==> src/rtl/int_adder_pkg.sv <==
// ---------------------------------------------------------------------------
// int_adder_pkg
// Shared types and helpers for the digit-serial dual-rail add/subtract unit.
//   state_t   : controller states IDLE / CALC / OUT / RTZ
//   DR_*      : per-bit dual-rail codes (null, logic 0, logic 1, illegal)
//   dr_norm   : turns a raw rail pair into a four-phase style code; in
//               two-phase mode the pair is first XORed with its reference
//   dr_legal  : code carries a valid data value
//   dr_value  : data value of a legal code
//   dr_encode : data bit -> dual-rail code
// ---------------------------------------------------------------------------
package int_adder_pkg;

  typedef enum logic [1:0] {
    IDLE = 2'd0,
    CALC = 2'd1,
    OUT  = 2'd2,
    RTZ  = 2'd3
  } state_t;

  localparam logic [1:0] DR_NULL = 2'b00;
  localparam logic [1:0] DR_0    = 2'b01;
  localparam logic [1:0] DR_1    = 2'b10;
  localparam logic [1:0] DR_ILL  = 2'b11;

  // In two-phase mode a rail "fires" when it differs from its stored
  // reference, so the difference pattern decodes exactly like a four-phase code.
  function automatic logic [1:0] dr_norm(input logic [1:0] code,
                                         input logic [1:0] ref_code,
                                         input logic       tp);
    return tp ? (code ^ ref_code) : code;
  endfunction

  function automatic logic dr_legal(input logic [1:0] n);
    return (n == DR_0) || (n == DR_1);
  endfunction

  function automatic logic dr_value(input logic [1:0] n);
    return n[1];
  endfunction

  function automatic logic [1:0] dr_encode(input logic v);
    return v ? DR_1 : DR_0;
  endfunction

endpackage

==> src/rtl/addsub_digit.sv <==
// ---------------------------------------------------------------------------
// addsub_digit
// Combinational DIGIT-bit ripple add/subtract slice. Subtraction inverts the
// B slice; the caller supplies the +1 through the carry-in.
//   i_a, i_b  : operand slices
//   i_ci      : carry into the slice
//   i_sub     : 1 = use ~i_b
//   o_s       : sum slice
//   o_c_msb   : carry into the slice MSB (only with INT_ADDSUB_SEQ_OVF_EN)
//   o_co      : carry out of the slice
// ---------------------------------------------------------------------------
module addsub_digit
  import int_adder_pkg::*;
#(
  parameter int DIGIT = 1
) (
  input  logic [DIGIT-1:0] i_a,
  input  logic [DIGIT-1:0] i_b,
  input  logic             i_ci,
  input  logic             i_sub,
  output logic [DIGIT-1:0] o_s,
`ifdef INT_ADDSUB_SEQ_OVF_EN
  output logic             o_c_msb,
`endif
  output logic             o_co
);

  logic [DIGIT:0]   w_c;
  logic [DIGIT-1:0] w_b_eff;

  always_comb begin
    w_b_eff = i_b ^ {DIGIT{i_sub}};
    w_c     = '0;
    o_s     = '0;
    w_c[0]  = i_ci;
    for (int i = 0; i < DIGIT; i++) begin
      o_s[i]   = i_a[i] ^ w_b_eff[i] ^ w_c[i];
      w_c[i+1] = (i_a[i] & w_b_eff[i]) | (w_c[i] & (i_a[i] ^ w_b_eff[i]));
    end
  end

  assign o_co = w_c[DIGIT];
`ifdef INT_ADDSUB_SEQ_OVF_EN
  assign o_c_msb = w_c[DIGIT-1];
`endif

endmodule

==> src/rtl/int_addsub_seq.sv <==
// ---------------------------------------------------------------------------
// int_addsub_seq
// Clocked digit-serial add/subtract with dual-rail operands and an ack
// handshake, in four-phase ("FP") or two-phase ("TP") encoding. A complete
// input word is captured in IDLE, summed DIGIT bits per CALC cycle through a
// single time-multiplexed addsub_digit slice, and returned in OUT.
//
// Optional feature macro: INT_ADDSUB_SEQ_OVF_EN adds the dual-rail signed
// overflow output ovf.
//
// Ports
//   clk, rst : clock, asynchronous active-high reset
//   a, b     : [WIDTH-1:0][1:0] dual-rail operands
//   c_in     : dual-rail carry-in
//   sub      : dual-rail mode, 0 add / 1 subtract (a + ~b + c_in)
//   ack_i    : acknowledge from receiver
//   ack_o    : acknowledge to sender
//   s, c_out : dual-rail result
//   ovf      : dual-rail signed overflow (macro only)
//   busy     : controller not in IDLE
//   err      : sticky illegal-code flag
// ---------------------------------------------------------------------------
module int_addsub_seq
  import int_adder_pkg::*;
#(
  parameter string ENC      = "FP",
  parameter int    WIDTH    = 8,
  parameter int    DIGIT    = 1,
  localparam int   RAIL_NUM = 2
) (
  input  logic                             clk,
  input  logic                             rst,
  output logic                             ack_o,
  input  logic [WIDTH-1:0][RAIL_NUM-1:0]   a,
  input  logic [WIDTH-1:0][RAIL_NUM-1:0]   b,
  input  logic [RAIL_NUM-1:0]              c_in,
  input  logic [RAIL_NUM-1:0]              sub,
  input  logic                             ack_i,
  output logic [WIDTH-1:0][RAIL_NUM-1:0]   s,
  output logic [RAIL_NUM-1:0]              c_out,
  output logic                             busy,
`ifdef INT_ADDSUB_SEQ_OVF_EN
  output logic [RAIL_NUM-1:0]              ovf,
`endif
  output logic                             err
);

  localparam int   N     = WIDTH / DIGIT;
  localparam int   CNT_W = (N > 1) ? $clog2(N) : 1;
  localparam logic IS_TP = (ENC == "TP");

  if (WIDTH < 1) begin : g_bad_width
    $error("int_addsub_seq: WIDTH must be at least 1");
  end
  if ((WIDTH % DIGIT) != 0) begin : g_bad_digit
    $error("int_addsub_seq: WIDTH must be a multiple of DIGIT");
  end
  if ((ENC != "FP") && (ENC != "TP")) begin : g_bad_enc
    $error("int_addsub_seq: ENC must be \"FP\" or \"TP\"");
  end

  // Control state
  state_t                   r_state;
  logic [CNT_W-1:0]         r_cnt;
  logic [WIDTH-1:0][1:0]    r_s;
  logic [1:0]               r_cout;
  logic                     r_ack;
  logic                     r_err;
  logic [WIDTH-1:0][1:0]    r_ref_a;
  logic [WIDTH-1:0][1:0]    r_ref_b;
  logic [1:0]               r_ref_cin;
  logic [1:0]               r_ref_sub;
`ifdef INT_ADDSUB_SEQ_OVF_EN
  logic [1:0]               r_ovf;
`endif

  // Datapath state
  logic [WIDTH-1:0]         r_a;
  logic [WIDTH-1:0]         r_b;
  logic [WIDTH-1:0]         r_res;
  logic                     r_cy;
  logic                     r_sub;

  // Decode
  logic [WIDTH-1:0][1:0]    w_na;
  logic [WIDTH-1:0][1:0]    w_nb;
  logic [1:0]               w_ncin;
  logic [1:0]               w_nsub;
  logic [WIDTH-1:0]         w_a_val;
  logic [WIDTH-1:0]         w_b_val;
  logic                     w_complete;
  logic                     w_illegal;
  logic                     w_all_null;

  // Arithmetic
  logic [DIGIT-1:0]         w_dsum;
  logic                     w_dco;
  logic                     w_last;
  logic [WIDTH-1:0]         w_res_next;
  logic [WIDTH-1:0][1:0]    w_s_code;
  logic [1:0]               w_cout_code;
`ifdef INT_ADDSUB_SEQ_OVF_EN
  logic                     w_dcmsb;
  logic [1:0]               w_ovf_code;
`endif

  always_comb begin
    w_na = '0;
    w_nb = '0;
    for (int i = 0; i < WIDTH; i++) begin
      w_na[i] = dr_norm(a[i], r_ref_a[i], IS_TP);
      w_nb[i] = dr_norm(b[i], r_ref_b[i], IS_TP);
    end
    w_ncin = dr_norm(c_in, r_ref_cin, IS_TP);
    w_nsub = dr_norm(sub,  r_ref_sub, IS_TP);
  end

  always_comb begin
    w_a_val    = '0;
    w_b_val    = '0;
    w_illegal  = (w_ncin == DR_ILL) | (w_nsub == DR_ILL);
    w_complete = dr_legal(w_ncin) & dr_legal(w_nsub);
    w_all_null = (w_ncin == DR_NULL) & (w_nsub == DR_NULL);
    for (int i = 0; i < WIDTH; i++) begin
      w_a_val[i] = dr_value(w_na[i]);
      w_b_val[i] = dr_value(w_nb[i]);
      w_illegal  = w_illegal  | (w_na[i] == DR_ILL) | (w_nb[i] == DR_ILL);
      w_complete = w_complete & dr_legal(w_na[i]) & dr_legal(w_nb[i]);
      w_all_null = w_all_null & (w_na[i] == DR_NULL) & (w_nb[i] == DR_NULL);
    end
  end

  // One slice, fed from the LSB end of right-shifting operand registers.
  addsub_digit #(
    .DIGIT   (DIGIT)
  ) u_digit (
    .i_a     (r_a[DIGIT-1:0]),
    .i_b     (r_b[DIGIT-1:0]),
    .i_ci    (r_cy),
    .i_sub   (r_sub),
    .o_s     (w_dsum),
`ifdef INT_ADDSUB_SEQ_OVF_EN
    .o_c_msb (w_dcmsb),
`endif
    .o_co    (w_dco)
  );

  assign w_last = (r_cnt == CNT_W'(N - 1));

  // Result shifts right and each new slice enters at the top, so after N
  // slices the first one has reached bit 0.
  assign w_res_next = (r_res >> DIGIT) | (WIDTH'(w_dsum) << (WIDTH - DIGIT));

  always_comb begin
    w_s_code = '0;
    for (int i = 0; i < WIDTH; i++) begin
      w_s_code[i] = dr_encode(w_res_next[i]);
    end
    w_cout_code = dr_encode(w_dco);
  end

`ifdef INT_ADDSUB_SEQ_OVF_EN
  assign w_ovf_code = dr_encode(w_dcmsb ^ w_dco);
`endif

  // Datapath: capture operands in IDLE, consume one slice per CALC cycle
  always_ff @(posedge clk) begin
    if (r_state == IDLE) begin
      r_a   <= w_a_val;
      r_b   <= w_b_val;
      r_cy  <= dr_value(w_ncin);
      r_sub <= dr_value(w_nsub);
    end else if (r_state == CALC) begin
      r_a   <= r_a >> DIGIT;
      r_b   <= r_b >> DIGIT;
      r_cy  <= w_dco;
      r_res <= w_res_next;
    end
  end

  // Control: handshake, output rails, references, error flag
  always_ff @(posedge clk or posedge rst) begin
    if (rst) begin
      r_state   <= IDLE;
      r_cnt     <= '0;
      r_s       <= '0;
      r_cout    <= '0;
      r_ack     <= 1'b0;
      r_err     <= 1'b0;
      r_ref_a   <= '0;
      r_ref_b   <= '0;
      r_ref_cin <= '0;
      r_ref_sub <= '0;
`ifdef INT_ADDSUB_SEQ_OVF_EN
      r_ovf     <= '0;
`endif
    end else begin
      case (r_state)
        IDLE: begin
          if (w_illegal) r_err <= 1'b1;
          if (w_complete) begin
            r_state <= CALC;
            r_cnt   <= '0;
            if (IS_TP) begin
              r_ref_a   <= a;
              r_ref_b   <= b;
              r_ref_cin <= c_in;
              r_ref_sub <= sub;
            end
          end
        end
        CALC: begin
          r_cnt <= r_cnt + CNT_W'(1);
          if (w_last) begin
            r_state <= OUT;
            if (IS_TP) begin
              // Two-phase: the rail that toggles carries the value.
              r_s    <= r_s ^ w_s_code;
              r_cout <= r_cout ^ w_cout_code;
              r_ack  <= ~r_ack;
`ifdef INT_ADDSUB_SEQ_OVF_EN
              r_ovf  <= r_ovf ^ w_ovf_code;
`endif
            end else begin
              r_s    <= w_s_code;
              r_cout <= w_cout_code;
              r_ack  <= 1'b1;
`ifdef INT_ADDSUB_SEQ_OVF_EN
              r_ovf  <= w_ovf_code;
`endif
            end
          end
        end
        OUT: begin
          if (IS_TP) begin
            if (ack_i == r_ack) r_state <= IDLE;
          end else if (ack_i) begin
            r_state <= RTZ;
            r_s     <= '0;
            r_cout  <= '0;
`ifdef INT_ADDSUB_SEQ_OVF_EN
            r_ovf   <= '0;
`endif
          end
        end
        RTZ: begin
          if (w_illegal) r_err <= 1'b1;
          if (w_all_null && !ack_i) begin
            r_ack   <= 1'b0;
            r_state <= IDLE;
          end
        end
        default: r_state <= IDLE;
      endcase
    end
  end

  assign s     = r_s;
  assign c_out = r_cout;
  assign ack_o = r_ack;
  assign busy  = (r_state != IDLE);
  assign err   = r_err;
`ifdef INT_ADDSUB_SEQ_OVF_EN
  assign ovf   = r_ovf;
`endif

endmodule
==> config.mk <==
export PLATFORM = sky130hd
export DESIGN_NAME = int_addsub_seq
export DESIGN_NICKNAME = d
export VERILOG_FILES = /design/src/rtl/int_adder_pkg.sv /design/src/rtl/addsub_digit.sv /design/src/rtl/int_addsub_seq.sv
export SDC_FILE = /design/constraint.sdc
export NUM_CORES = 1
export LEC_CHECK = 0
export ABC_AREA = 1
export CAP_MARGIN = 5
export CELL_PAD_IN_SITES_DETAIL_PLACEMENT = 0
export CELL_PAD_IN_SITES_GLOBAL_PLACEMENT = 1
export CORE_MARGIN = 1
export CORE_UTILIZATION = 30
export CTS_CLUSTER_SIZE = 14
export DETAILED_ROUTE_END_ITERATION = 7
export PLACE_DENSITY_LB_ADDON = 0.1
export SKIP_CTS_REPAIR_TIMING = 1
export SLEW_MARGIN = 10
export SYNTH_ARGS = -nofsm -noshare
export SYNTH_HDL_FRONTEND = slang
export SYNTH_HIERARCHICAL = 1
export SYNTH_SLANG_ARGS = --single-unit
==> constraint.sdc <==
create_clock -name clk -period 5.2 [get_ports clk]
set_input_delay 0.78 -clock clk [delete_from_list [all_inputs] [get_ports clk]]
set_output_delay 0.78 -clock clk [all_outputs]
set_load 0.005 [all_outputs]
-- Word-level counts from Yosys, hierarchy flattened
Index checks and enable logic that the tools add are counted.
- flip-flop bits (word level): 51
- logic and storage cells: 221
- bits of input ports: 39
- output and inout bits: 21
- bitwise operators: 59
- mux-type cells: 31
- equal/unequal tests: 62
- add/sub/neg operators: 1
- reductions and logical operators: 50
- operators by type and width (cell ; count):
    $eq A2 B2 Y1 const B ; 38
    $eq A2 B1 Y1 const B ; 19
    $logic_not A2 Y1 ; 19
    $and A1 B1 Y1 ; 36
    $mux W16 ; 2
    $mux W8 ; 4
    $pmux W16 S2 ; 1
    $mux W2 ; 15
    $logic_or A1 B1 Y1 ; 18
    $or A1 B1 Y1 ; 18
    $ne A2 B2 Y1 const B ; 4
    $or A7 B8 Y8 ; 1
    $pmux W2 S4 ; 1
    $reduce_bool A2 Y1 ; 4
    $pmux W3 S2 ; 1
    $reduce_and A2 Y1 ; 3
    $reduce_and A3 Y1 ; 2
    $mux W1 ; 4
    $pmux W2 S2 ; 1
    $reduce_and A4 Y1 ; 1
    $add A3 B1 Y3 const B ; 1
    $eq A3 B3 Y1 const B ; 1
    $mux W3 ; 1
    $xor A1 B1 Y1 ; 3
    5 further kinds ; 5

-- Logic depth before layout (Yosys ltp)
Gate-level depths: netlist (run 1).
- word-level depth: 21
- mapped depth: 11

-- Modules after synthesis
The synthesis (run 1) kept the hierarchy.
- modules (own cells, without submodules) (module ; area an instance (um^2) ; cells each ; instances):
    int_addsub_seq ; 2798.9 ; 296 ; 1
    addsub_digit ; 53.8 ; 10 ; 1

-- Least setup slack after synthesis (run 1)
OpenSTA, ideal clock, no wires.
- path type: input -> register
- start: input port a[5] (netlist name)
- end: register r_state[0]
- path slack: 3.345 ns
- cell stages on the path: 11
- arrival: 1.739 ns
- data required time: 5.083 ns
- path through: inv_1 > ha_1 > nand2_1 > nor2_1 > nand2_1 > nor2_1 > nand2_1 > a21oi_1 > nand2_1 > nand2_1 > nand2_1
- word-level cells in the longest chain between the ends: 16
- elaborated cells on any way between the ends: 32
- RTL lines (element ; line ; source):
    start, declared ; int_addsub_seq.sv:34 ; input logic [WIDTH-1:0][RAIL_NUM-1:0] a,
    $eq A2 B1 Y1 (tied with other cells) ; int_adder_pkg.sv:35 ; return (n == DR_0) || (n == DR_1);
    $logic_or A1 B1 Y1 or $and A1 B1 Y1 (tied branches) ; int_adder_pkg.sv:35, int_addsub_seq.sv:129 ;
    $and A1 B1 Y1, on equally long branches (11 in a row) ; int_addsub_seq.sv:128, int_addsub_seq.sv:129 ;
    $and A1 B1 Y1 or $logic_and A1 B1 Y1 (tied branches) ; int_addsub_seq.sv:128, int_addsub_seq.sv:248 ;
    $ne A2 B2 Y1 (no source line) ; -- ;
    $reduce_and A4 Y1 (no source line) * ; -- ;
    end signal, assigned ; int_addsub_seq.sv:184 ; r_state <= IDLE;
    end signal, assigned ; int_addsub_seq.sv:202 ; r_state <= CALC;
    end signal, assigned ; int_addsub_seq.sv:215 ; r_state <= OUT;
    end, declared ; int_addsub_seq.sv:63 ; state_t r_state;
Every way passes the cells marked *; elsewhere a longest branch is shown, timed or not.
A chain may end at the register's enable or synchronous reset.

-- Final worst setup path (run 1)
- start: register r_state[0]
- end: output port busy
- word-level cells in the longest chain between the ends: 1
- RTL lines (element ; line ; source):
    $reduce_bool A2 Y1 ; int_addsub_seq.sv:261 ; assign busy = (r_state != IDLE);
    end, declared ; int_addsub_seq.sv:41 ; output logic busy,
Every way passes these cells.

==> impl_metrics.tcl, run 1 <==
set metrics [dict create \
    crit_required_ns 4.42 \
    die-area_um2 9900 \
    synth_ff_type "edfxtp_1" \
    netlist_area_um2 2850 \
    fin_total_pwr_mw 1.54 \
    crit_type "reg2out" \
    avgSynthCellArea_um2 9.32 \
    syn_to_final_growth_pct 28.6 \
    synth_top_area_share 0.263 \
    cp.arrival_ns 2.38 \
    synthTopCellsByCount "inv_1, nand2_1, ha_1, dfrtp_1, edfxtp_1" \
    hold_violations 0 \
    grt_pass1_wl_um 9990 \
    clock_latency_ns 0.31 \
    grtUsageTotal 0.131 \
    slowest_delay_ns 0.64 \
    drive_above_1_share 0.0272 \
    portBuffers 59 \
    synth_cells 306 \
    antenna_found_initial 0 \
    grt-ovfl-total 0 \
    dieWidth_um 99.5 \
    core_um2 9240 \
    synth_edf_count 25 \
    io_pins 60 \
    htreeDepth 2 \
    yosysSeqAreaShare 0.482 \
    hold_path.class "reg2reg" \
    wl_per_cell_um 12.0 \
    finalWirelength_um 5960 \
    ys_ff_latch 50 \
    start_util 0.309 \
    rows 35 \
    via_count 2068 \
    fin_crit_ns 3.16 \
    p_per_area_nw_per_um2 419 \
    clk_pin_slew_ns 0.10 \
    yosysUniqueCellTypes 22 \
    fmax_mhz 317 \
    drt_iter0_markers 71 \
    rsz0062_at_grt "no" \
    worstMarginPinSlew_ns 0.969 \
    dp_hpwl_um 4590 \
    slew_headroom 0.353 \
    status "complete, no violations" \
    cp_slowest_cell "clkdlybuf4s50_1" \
    drv_cap 0 \
    fin_crit_sh 0.607 \
    clock_sinks 50 \
    clockRootBuffer "clkbuf_8" \
    routabilityCongestion 0.732 \
    cpMostUsedCell "inv_1" \
    via_per_inst 4.17 \
    firstDrtPassIters 4 \
    setup_viol 0 \
    ir_drop_v 0.000154 \
    ant_nets 0 \
    diodes 0 \
    die_h_um 99.5 \
    slew_viol_final 0 \
    synth_top_area_cell "edfxtp_1" \
    grt_pass1_vias 2068 \
    nNetsFinal 448 \
    power.leakage_nw 1.75 \
    cp-start-kind "register" \
    synthesis.nets 388 \
    cts_buffers 5 \
    cp-end-kind "output port" \
    synth_area_leaders "edfxtp_1, dfrtp_1, ha_1, inv_1, nand2_1" \
    nFillCells 965 \
    tns_ns 0 \
    route.detailed.drc 0 \
    cts_tree "built" \
    yosysMostFrequentCell "inv_1" \
    cp_max_fo 31 \
    fin_worst_skew_ns 0.00700 \
    yosys_warnings 6 \
    cts.path.max_buffers 2 \
    grt_max_degree 32 \
    ys_async_sr_fraction 0.500 \
    critical_path.cell_chain "inv_1 > ha_1 > inv_1 > clkdlybuf4s50_1" \
]
-- metrics by stage --
stage	cells	hold slack [ns]	utilization	worst slack (ns)	cell area [µm²]
2_1_floorplan	306	0.446	-	3.34	2850
3_3_place_gp	488	0.452	0.386	2.41	3570
3_5_place_dp	488	0.454	0.386	2.37	3570
4_1_cts	496	0.486	0.397	2.01	3670
5_1_grt	496	0.507	0.397	1.85	3670
6_report	496	0.481	0.397	2.04	3670
-- layout by cell type (no fill, tap or decap), drive strengths merged --
master	count
a211oi	1
nor4	3
a21boi	1
nor2	15
nand4	4
o21ai	24
nand3b	1
nand2	53
ha	42
nand3	16
clkbuf	6
a21oi	1
inv	79
clkdlybuf4s50	59
fa	1
nor3	1
o22ai	10
dfrtp	25
edfxtp	25
-- report_power, final --
part           internal [mW]  leakage [nW]  switching, mW
clock                  0.110        0.0521          0.141
combinational          0.223          1.13          0.369
sequential             0.629         0.570         0.0627
-- cell type report --
| type | instances | area, µm² | share of cell area |
|---|---|---|---|
| sequential | 50 | 1380 | 0.375 |
| multi-input combinational | 173 | 1150 | 0.314 |
| timing repair buffer | 59 | 591 | 0.161 |
| inverter | 77 | 289 | 0.0788 |
| tap | 129 | 161 | 0.0440 |
| clock buffer | 6 | 82.6 | 0.0225 |
| clock inverter | 2 | 15.0 | 0.00409 |
-- registers in the layout, summed over array words and instances, names as in the netlist --
register and flops:
s 16, r_cnt 3, err 1, r_sub 1, r_b 8, r_a 8, c_out 2, ack_o 1
r_state 2, r_res 7, r_cy 1
-- metal layers --
layer  wire, µm  global-route usage
met4         77              0.0407
met5          0                   0
met1       3170               0.186
met2       2460               0.200
met3        246              0.0281
-- final timing paths --
kind | from | to | slack, ns | depth (start not counted)
worst max-delay path | r_state[0] | busy | 2.04 | 4
worst min-delay path | err | err | 0.48 | 2
worst max register to register | r_state[0] | r_cnt[1] | 2.53 | 7
worst min register to register | err | err | 0.48 | 2
max in group asynchronous | rst | s[14] | 3.62 | 2
min in group asynchronous | rst | r_cnt[1] | 0.98 | 2
-- logic make-up (layout without fill, tap and decap cells) --
| kind of cell | count (synthesis) | count (layout) | synth area share |
|---|---|---|---|
| simple gates | 93 | 93 | 0.137 |
| fa+ha+maj | 43 | 43 | 0.191 |
| buf+inv | 83 | 144 | 0.114 |
| flops | 50 | 50 | 0.482 |
| compound gates | 37 | 37 | 0.0754 |
-- critical path: cells and delay by family, from the launching register on --
| kind | cells | cell delay [ns] |
|---|---|---|
| buffers and inverters | 3 | 1.35 |
| adders and majority gates | 1 | 0.31 |
| DFF | 1 | 0.41 |
Note: power is estimated with default switching activity, not from simulation.
==> inputs of run 2 (changes only) <==
- clock period: 5.2 -> 3.1 ns (I/O delays scaled with it)
==> run 2 against run 1 <==
  * Combinational power up 77%
  * Critical path depth unchanged
  * Register-to-register slack got worse by 1.5 ns
  * Global-route usage rose by 0.36 points
  * Total power is 74% higher
  * Largest cell class unchanged
==> impl_metrics.tcl, run 2 (synthesis results as in run 1) <==
set metrics [dict create \
    status "complete, no violations" \
    intPower_mw 1.70 \
    crit_type "reg2out" \
    antenna_found_initial 0 \
    swShare 0.365 \
    core_um2 9240 \
    ir_drop_v 0.000423 \
    clockRootBuffer "clkbuf_8" \
    cpMostUsedCell "inv_1" \
    die_h_um 99.5 \
    multi_input_comb_area_um2 1150 \
    clock_latency_ns 0.30 \
    ant_nets 0 \
    cp-end-kind "output port" \
    seq_area_um2 1380 \
    route.detailed.drc 0 \
    drive_above_1_share 0.0403 \
    portBuffers 59 \
    fmax_mhz 424 \
    grt-ovfl-total 0 \
    crit_required_ns 2.63 \
    critPathBufInv 3 \
    grt_pass1_vias 2043 \
    via_count 2100 \
    cts_buffers 5 \
    final_area_um2 3720 \
    cp_slowest_cell "clkdlybuf4s50_1" \
    clock_sinks 50 \
    firstDrtPassIters 4 \
    power.switching_mw 0.976 \
    largest_register_ffs 16 \
    htreeDepth 2 \
    cp.arrival_ns 1.89 \
    routabilityCongestion 0.724 \
    slew_headroom 0.624 \
    hold_violations 0 \
    fin_crit_ns 2.36 \
    p_per_area_nw_per_um2 718 \
    cts_tree "built" \
    cts.path.max_buffers 2 \
    fin_crit_sh 0.761 \
    rows 35 \
    cp_max_fo 14 \
    power_frac_comb 0.393 \
    layout.cells.most_common "inv_1" \
    drt_iter0_markers 81 \
    slew_viol_final 0 \
    syn_to_final_growth_pct 30.5 \
    seqPwrFrac 0.435 \
    finalWirelength_um 6100 \
    nFillCells 961 \
    wl_per_cell_um 12.2 \
    fin_util 0.403 \
    grt_pass1_wl_um 10100 \
    hold_path.class "reg2reg" \
    tns_ns 0 \
    cp-start-kind "register" \
    rsz0062_at_grt "no" \
    die-area_um2 9900 \
    start_util 0.309 \
    place_area_um2 3610 \
    io_pins 60 \
    fin_total_pwr_mw 2.67 \
    slowest_delay_ns 0.58 \
    rrSetupSlack_ns 1.07 \
    grtUsageTotal 0.135 \
    via_per_inst 4.19 \
    worstMarginPinSlew_ns 0.564 \
    power.leakage_nw 1.78 \
    grt_max_degree 27 \
    p_clk_frac 0.172 \
    dp_hpwl_um 4760 \
    critical_path.cell_chain "inv_1 > ha_1 > inv_1 > clkdlybuf4s50_1" \
    drv_cap 0 \
    setup_viol 0 \
    nNetsFinal 453 \
    clk_pin_slew_ns 0.10 \
    layout_common_cells "inv_1, clkdlybuf4s50_1, nand2_1, ha_1" \
    diodes 0 \
    crit_family "buffers and inverters" \
    dieWidth_um 99.5 \
    fin_worst_skew_ns 0.00915 \
    whs_ns 0.484 \
]
[run 2: worst min-delay path: stages, from the launching register on]
cell	delay [ns]
dfrtp_1	0.37
inv_1	0.04
nand2_1	0.05
[run 2: metal layers]
layer	wire length [µm]	global-route usage
met5	0	0
met4	42	0.0407
met3	257	0.0323
met2	2680	0.206
met1	3120	0.190
[run 2: cell type report]
cell class,instances,area share
multi-input combinational,173,0.309
timing repair buffer,64,0.169
clock inverter,1,0.00235
sequential,50,0.370
inverter,77,0.0776
tap,129,0.0433
clock buffer,7,0.0289
[run 2: stage by stage]
step | setup WS [ns] | instances
final | 0.742 | 501
after global routing | 0.598 | 501
after CTS | 0.696 | 501
after detailed placement | 0.869 | 493
after global placement | 0.904 | 493
after floorplan | 1.32 | 306
[run 2: final timing paths]
check	to	cells after the start	startpoint
worst min-delay path	err	2	err
max in group asynchronous	s[2]	3	rst
worst min register to register	err	2	err
worst max register to register	s[13]	8	r_state[1]
min in group asynchronous	err	3	rst
worst max-delay path	busy	4	r_state[0]
[run 2: power groups by stage]
| stage | clock [mW] | combinational (mW) | sequential [mW] |
|---|---|---|---|
| 2_1_floorplan | 0 | 0.680 | 1.15 |
| 3_3_place_gp | 0 | 1.08 | 1.17 |
| 3_5_place_dp | 0 | 1.08 | 1.18 |
| 4_1_cts | 0.482 | 1.08 | 1.16 |
| 5_1_grt | 0.500 | 1.23 | 1.19 |
| 6_report | 0.459 | 1.05 | 1.16 |
